**config.mk**
```make
export PLATFORM = sky130hd
export DESIGN_NAME = control_sequencer
export DESIGN_NICKNAME = d
export VERILOG_FILES = /design/src/rtl/cpu_pkg.sv /design/src/rtl/instr_decode.sv /design/src/rtl/control_sequencer.sv
export SDC_FILE = /design/constraint.sdc
export NUM_CORES = 1
export LEC_CHECK = 0
export ABC_CLOCK_PERIOD_IN_PS = 2300
export CORE_ASPECT_RATIO = 1.1
export CORE_UTILIZATION = 27
export CTS_BUF_LIST = sky130_fd_sc_hd__clkbuf_4
export DETAILED_ROUTE_END_ITERATION = 8
export SYNTH_ARGS = -nofsm -noshare
export SYNTH_HDL_FRONTEND = slang
export SYNTH_SLANG_ARGS = --single-unit
```
**constraint.sdc**
```tcl
create_clock -name clk -period 2.3 [get_ports clk]
set_clock_uncertainty 0.2 [all_clocks]
set_input_delay 0.575 -clock clk [delete_from_list [all_inputs] [get_ports clk]]
set_output_delay 0.575 -clock clk [all_outputs]
set_load 0.01 [all_outputs]
```
**src/rtl/cpu_pkg.sv**
```systemverilog
// rtl/cpu_pkg.sv - shared opcode, ALU op and sequencer state definitions for the tiny CPU
package cpu_pkg;

  localparam logic [2:0] OP_NOP = 3'b000;
  localparam logic [2:0] OP_LDI = 3'b001;
  localparam logic [2:0] OP_ADD = 3'b010;
  localparam logic [2:0] OP_SUB = 3'b011;
  localparam logic [2:0] OP_AND = 3'b100;
  localparam logic [2:0] OP_JMP = 3'b101;
  localparam logic [2:0] OP_JZ  = 3'b110;
  localparam logic [2:0] OP_HLT = 3'b111;

  localparam logic [1:0] ALU_ADD  = 2'b00;
  localparam logic [1:0] ALU_SUB  = 2'b01;
  localparam logic [1:0] ALU_AND  = 2'b10;
  localparam logic [1:0] ALU_PASS = 2'b11;

  typedef enum logic [2:0] {
    ST_FETCH  = 3'd0,
    ST_DECODE = 3'd1,
    ST_MEMRD  = 3'd2,
    ST_EXEC   = 3'd3,
    ST_HALT   = 3'd4
  } state_e;

  function automatic logic [7:0] zext5(input logic [4:0] v);
    return {3'b000, v};
  endfunction

endpackage

```
**src/rtl/instr_decode.sv**
```systemverilog
// rtl/instr_decode.sv - combinational instruction class and ALU op decode
module instr_decode
  import cpu_pkg::*;
(
  input  logic [7:0] ir,
  output logic       is_mem_op,
  output logic       is_ldi,
  output logic       is_jump,
  output logic       is_jz,
  output logic       is_hlt,
  output logic [1:0] alu_op
);

  logic [2:0] opcode;

  assign opcode    = ir[7:5];
  assign is_mem_op = (opcode == OP_ADD) || (opcode == OP_SUB) || (opcode == OP_AND);
  assign is_ldi    = (opcode == OP_LDI);
  assign is_jump   = (opcode == OP_JMP);
  assign is_jz     = (opcode == OP_JZ);
  assign is_hlt    = (opcode == OP_HLT);

  always_comb begin
    alu_op = ALU_PASS;
    case (opcode)
      OP_ADD:  alu_op = ALU_ADD;
      OP_SUB:  alu_op = ALU_SUB;
      OP_AND:  alu_op = ALU_AND;
      default: alu_op = ALU_PASS;
    endcase
  end

endmodule

```
**src/rtl/control_sequencer.sv**
```systemverilog
// rtl/control_sequencer.sv - multicycle fetch/decode/execute sequencer owning pc, ir and operand
module control_sequencer
  import cpu_pkg::*;
(
  input  logic       clk,
  input  logic       rst_n,
  output logic       mem_req,
  output logic [7:0] mem_addr,
  input  logic       mem_ready,
  input  logic [7:0] mem_rdata,
  input  logic       zero_flag,
  output logic       mux_sel,
  output logic [7:0] imm_ext,
  output logic [7:0] operand,
  output logic [1:0] alu_op,
  output logic       acc_load,
  output logic [7:0] pc,
  output logic       halted
);

  state_e     state_q, state_d;
  logic [7:0] pc_q, pc_d;
  logic [7:0] ir_q, ir_d;
  logic [7:0] operand_q, operand_d;

  logic       is_mem_op, is_ldi, is_jump, is_jz, is_hlt;
  logic [1:0] dec_alu_op;

  instr_decode u_decode (
    .ir        (ir_q),
    .is_mem_op (is_mem_op),
    .is_ldi    (is_ldi),
    .is_jump   (is_jump),
    .is_jz     (is_jz),
    .is_hlt    (is_hlt),
    .alu_op    (dec_alu_op)
  );

  assign imm_ext = zext5(ir_q[4:0]);
  assign operand = operand_q;
  assign pc      = pc_q;

  // Reset drops any in-flight handshake: no capture happens on the reset edge.
  always_ff @(posedge clk) begin
    if (!rst_n) begin
      state_q   <= ST_FETCH;
      pc_q      <= 8'h00;
      ir_q      <= 8'h00;
      operand_q <= 8'h00;
    end else begin
      state_q   <= state_d;
      pc_q      <= pc_d;
      ir_q      <= ir_d;
      operand_q <= operand_d;
    end
  end

  always_comb begin
    state_d   = state_q;
    pc_d      = pc_q;
    ir_d      = ir_q;
    operand_d = operand_q;
    mem_req   = 1'b0;
    mem_addr  = pc_q;
    mux_sel   = 1'b0;
    acc_load  = 1'b0;
    alu_op    = ALU_ADD;
    halted    = 1'b0;

    case (state_q)
      ST_FETCH: begin
        mem_req  = 1'b1;
        mem_addr = pc_q;
        if (mem_ready) begin
          ir_d    = mem_rdata;
          pc_d    = pc_q + 8'd1;
          state_d = ST_DECODE;
        end
      end
      ST_DECODE: begin
        state_d = ST_FETCH;
        if (is_hlt) begin
          state_d = ST_HALT;
        end else if (is_mem_op) begin
          state_d = ST_MEMRD;
        end else if (is_ldi) begin
          state_d = ST_EXEC;
        end else if (is_jump || (is_jz && zero_flag)) begin
          pc_d = imm_ext;
        end
      end
      ST_MEMRD: begin
        mem_req  = 1'b1;
        mem_addr = imm_ext;
        alu_op   = dec_alu_op;
        if (mem_ready) begin
          operand_d = mem_rdata;
          state_d   = ST_EXEC;
        end
      end
      ST_EXEC: begin
        acc_load = 1'b1;
        mux_sel  = is_ldi;
        alu_op   = dec_alu_op;
        state_d  = ST_FETCH;
      end
      ST_HALT: begin
        halted = 1'b1;
      end
      default: begin
        state_d = ST_FETCH;
      end
    endcase
  end

endmodule

```
== After elaboration in Yosys (flattened, before gate mapping) ==
Cells that the tools add are included.

* Register bits: 27
* Input bits: 12
* Output and inout bits: 38
* Logic and storage cells: 54

* Add/subtract/negate cells: 1
* Equal/unequal tests: 17
* Muxes and demuxes: 19
* Bitwise logic cells: 1
* Reductions and logical operators: 12

{| class="wikitable"
|+ Operator list
! cell !! count
|-
| $mux W8 || 6
|-
| $pmux W8 S2 || 1
|-
| $eq A3 B3 Y1 const B || 5
|-
| $eq A3 B2 Y1 const B || 4
|-
| $ne A2 B2 Y1 const B || 6
|-
| $pmux W3 S4 || 1
|-
| $mux W3 || 3
|-
| $add A8 B1 Y8 const B || 1
|-
| $eq A3 B1 Y1 const B || 2
|-
| $mux W2 || 3
|-
| $pmux W2 S3 || 1
|-
| $reduce_and A6 Y1 || 1
|-
| $mux W1 || 4
|-
| $reduce_and A2 Y1 || 2
|-
| $reduce_or A2 Y1 || 2
|-
| $logic_not A3 Y1 || 1
|-
| $logic_or A1 B1 Y1 || 3
|-
| $reduce_and A3 Y1 || 1
|-
| $reduce_bool A2 Y1 || 1
|-
| $logic_and A1 B1 Y1 || 1
|-
| $not A1 Y1 || 1
|}

== Longest topological paths before layout ==
* Depth after elaboration: 8
* Mapped depth: 6
* Depth with buffers taken out: 5

== Modules after synthesis ==
From an unflattened synthesis, not the netlist that was laid out.

* Cells, all modules: 193
* Area total of the unflattened synthesis: 1,480.2 um^2

{| class="wikitable"
|+ By module, submodules not included
! module !! instances !! cells each !! area each (um^2) !! seq. area each (um^2)
|-
| control_sequencer || 1 || 183 || 1,416.4 || 540.5
|-
| instr_decode || 1 || 10 || 63.8 || 0.0
|}

== Least setup slack after synthesis ==
Ideal clock, no wire load.

* Path type: reg2out
* From: reg state_q[2]
* To: out mem_addr[0]
* Arrival: 1,347 ps
* Required time: 1,525 ps
* Setup slack: 178 ps
* Stages on the path, launching flop included: 5
* Path buffers: 2
* Cell sequence: dfxtp_1 > buf_4 > nor3b_1 > clkbuf_1 > mux2_2

* Word-level cells in the longest chain between the ends: 2

{| class="wikitable"
|+ Ends and longest elaborated chain
! item !! line !! RTL
|-
| from (decl) || control_sequencer.sv:21 || <nowiki>state_e state_q, state_d;</nowiki>
|-
| from (signal assigned) || control_sequencer.sv:51 || <nowiki>state_q <= state_d;</nowiki>
|-
| $eq A3 B2 Y1 || control_sequencer.sv:70 || <nowiki>case (state_q)</nowiki>
|-
| $mux W8 || control_sequencer.sv:70 ||
|-
| to (decl) || control_sequencer.sv:8 || <nowiki>output logic [7:0] mem_addr,</nowiki>
|}

No other way between the ends.

== Worst setup path after layout ==
* From: reg state_q[0]
* To: out mem_addr[0]

Same word-level chain as after synthesis.

==> impl_metrics.ini <==
[global_route]
grt_usage = 0.133
overflow = 0
grt_pass1_vias = 1303
grt_busiest_layer = met2
gr-usage-met1 = 0.181
grtUsageMet2 = 0.207
grt_util_met3 = 0.0317
grt_pass1_wl_um = 6070
grt_max_degree = 19
antenna_found_initial = 0

[sta]
setup_ws_ps = -68.3
maxSlewViolCount = 0
holdWs_ps = 270
post-route-min-period_ps = 2370
finalSetupViolCount = 3
fmax_ghz = 0.422
hold_viol = 0
grt_setup_unrepaired = true
timing.final.crit_share = 1.03

[synth]
synth_cell_type_count = 39
syn_inst = 182
yosysWarnings = 0
ys_seq_area_frac = 0.370
synth.cell_area_um2 = 1460
syn_avg_cell_area_um2 = 8.02
ys_seq_elements = 27

[detailed_routing]
avgViaCountPerCell = 4.65
drc = 0
routed-via-count = 1438
antenna_left = 0
wl_per_cell_um = 11.7
wl_um = 3610
dr.first_iter.drc_count = 55
firstDrtPassIters = 4

[layout]
fin_nets = 251
post-route-util = 0.408
fin_cells = 309
drive_gt1_frac = 0.190
antenna_cells = 0
syn_to_final_growth_pct = 42.7
final_area_um2 = 2080

[worst_setup_path]
timing.rr.start = state_q[0]
cp-end-kind = output port
critPathLaunchType = register
crit_start = state_q[0]
reg2regPathDepth = 5
cp_max_fo = 5
crit_required_ps = 1520
cp.arrival_ps = 1590
critPathKind = register to output port

[placed_design]
post_dp_cell_area_um2 = 2020
dp_hpwl_um = 2670
dp.cells = 302
gp_congestion = 0.766
pre_cts_ws_ps = -161
port_buffers = 46

[clocking]
clockBufferDepth = 2
insertion_delay_ps = 320
cts_hold_buf = 0
htreeDepth = 1
cts_tree = done
clkTransAtPathRegs_ps = 150
cts.sinks = 27
cts_buffers = 3
root_buffer = clkbuf_4

[floorplan]
dieArea_um2 = 5700
rows = 27
start_util = 0.286
pin_count = 50
core_area_um2 = 5100
dieWidth_um = 72.1
die_height_um = 79.1

[status]
failed_checks = negative setup slack
status = finished, violations left

[power]
power_density_nw_per_um2 = 456
leakagePower_nw = 0.797
vdd_ir_drop_max_uv = 239

[flow_run]
drv_cap = 0

[min_path]
hp-class = register to register
min_path_cells = 2
min_from = operand[5]
-- per-stage QoR --
| step | power (mW) | TNS [ps] |
|---|---|---|
| finish | 0.950 | -156 |
| global route | 1.01 | -416 |
| CTS | 0.962 | -220 |
| detailed placement | 0.739 | -645 |
| global placement | 0.737 | -361 |
| floorplan | 0.641 | 0 |
-- final timing paths --
path | slack (ps) | to
min | 270 | operand[5]
max | -70 | mem_addr[0]
max reg2reg | 480 | pc[7]
min reg2reg | 270 | operand[5]
-- synth_stat cells --
master | instances | area share
nand4_1 | 5 | 0.021
nor4_1 | 1 | 0.0043
a311oi_1 | 3 | 0.018
xnor2_1 | 1 | 0.0060
nor2_1 | 8 | 0.021
a32oi_1 | 1 | 0.0060
nor3_2 | 1 | 0.0069
o311ai_4 | 1 | 0.018
mux2_4 | 1 | 0.010
a21boi_0 | 1 | 0.0051
and2_1 | 2 | 0.0086
nor2b_2 | 1 | 0.0060
buf_4 | 9 | 0.046
clkbuf_1 | 4 | 0.010
nor3b_1 | 2 | 0.010
nand2_1 | 41 | 0.11
nor2b_4 | 1 | 0.0094
o31ai_1 | 4 | 0.021
buf_6 | 4 | 0.031
inv_1 | 4 | 0.010
o311a_2 | 1 | 0.0077
nand3_1 | 6 | 0.021
a21oi_1 | 22 | 0.075
and3b_1 | 1 | 0.0060
mux2_2 | 4 | 0.031
o21ai_0 | 4 | 0.014
nor2_4 | 1 | 0.0077
conb_1 | 1 | 0.0026
nor2b_1 | 3 | 0.013
buf_1 | 1 | 0.0026
ha_1 | 1 | 0.0086
dfxtp_1 | 27 | 0.37
o211ai_1 | 1 | 0.0051
or4_1 | 3 | 0.015
nor3_1 | 5 | 0.017
o21a_1 | 1 | 0.0051
nor4b_1 | 1 | 0.0060
a31oi_1 | 2 | 0.0086
nand2b_1 | 2 | 0.0086
-- cell families after synthesis --
family | count (synthesis) | share of synthesized area
buf+inv | 22 | 0.100
compound gates | 41 | 0.184
simple gates | 84 | 0.287
fa+ha+maj | 1 | 0.00857
other cells | 1 | 0.00257
mux | 5 | 0.0412
flops | 27 | 0.370
xor+xnor | 1 | 0.00600
-- per-layer routing --
layer	wire (um)	part of all wire
met1	1700	0.47
met2	1680	0.46
met3	211	0.058
met4	19	0.0053
met5	0	0
-- worst max-delay path, cell delays in order (launching register included) --
cell,delay (ps)
dfxtp_2,350
nor3b_2,160
buf_4,170
buf_6,100
buf_6,80
mux2_4,290
buf_6,120
-- flip-flops by register name (all words and copies together) (netlist names) --
register	cells
state_q	3
ir_q	8
pc	8
operand	8
-- layout by cell type (no fill, tap or decap), types with 5 or more instances in the layout --
master	n
clkdlybuf4s50_1	32
nor2_1	8
a21oi_1	22
buf_6	5
dfxtp_1	24
nand2_1	41
nand3_1	6
buf_4	19
nor3_1	5
dlygate4sd2_1	9
nand4_1	5
-- where the power goes --
group	switching [mW]	internal, mW	total (mW)
combinational	0.110	0.118	0.227
clock	0.139	0.0796	0.218
sequential	0.0182	0.487	0.505
total	0.267	0.684	0.950
-- final cells by class --
| class | instances | area [um2] |
|---|---|---|
| clock buffer | 4 | 30.0 |
| tap | 72 | 90.1 |
| inverter | 4 | 15.0 |
| fill | 533 | 3020 |
| sequential | 27 | 544 |
| timing repair buffer | 67 | 614 |
| multi-input combinational | 135 | 788 |
-- what timing repair did --
item | in CTS | in global routing
gates resized for setup | 38 | 2
pin swaps | 1 | 0
buffers inserted | 3 | 0
endpoints found under the setup margin | 13 | 5
(Power assumes the default switching activity.)
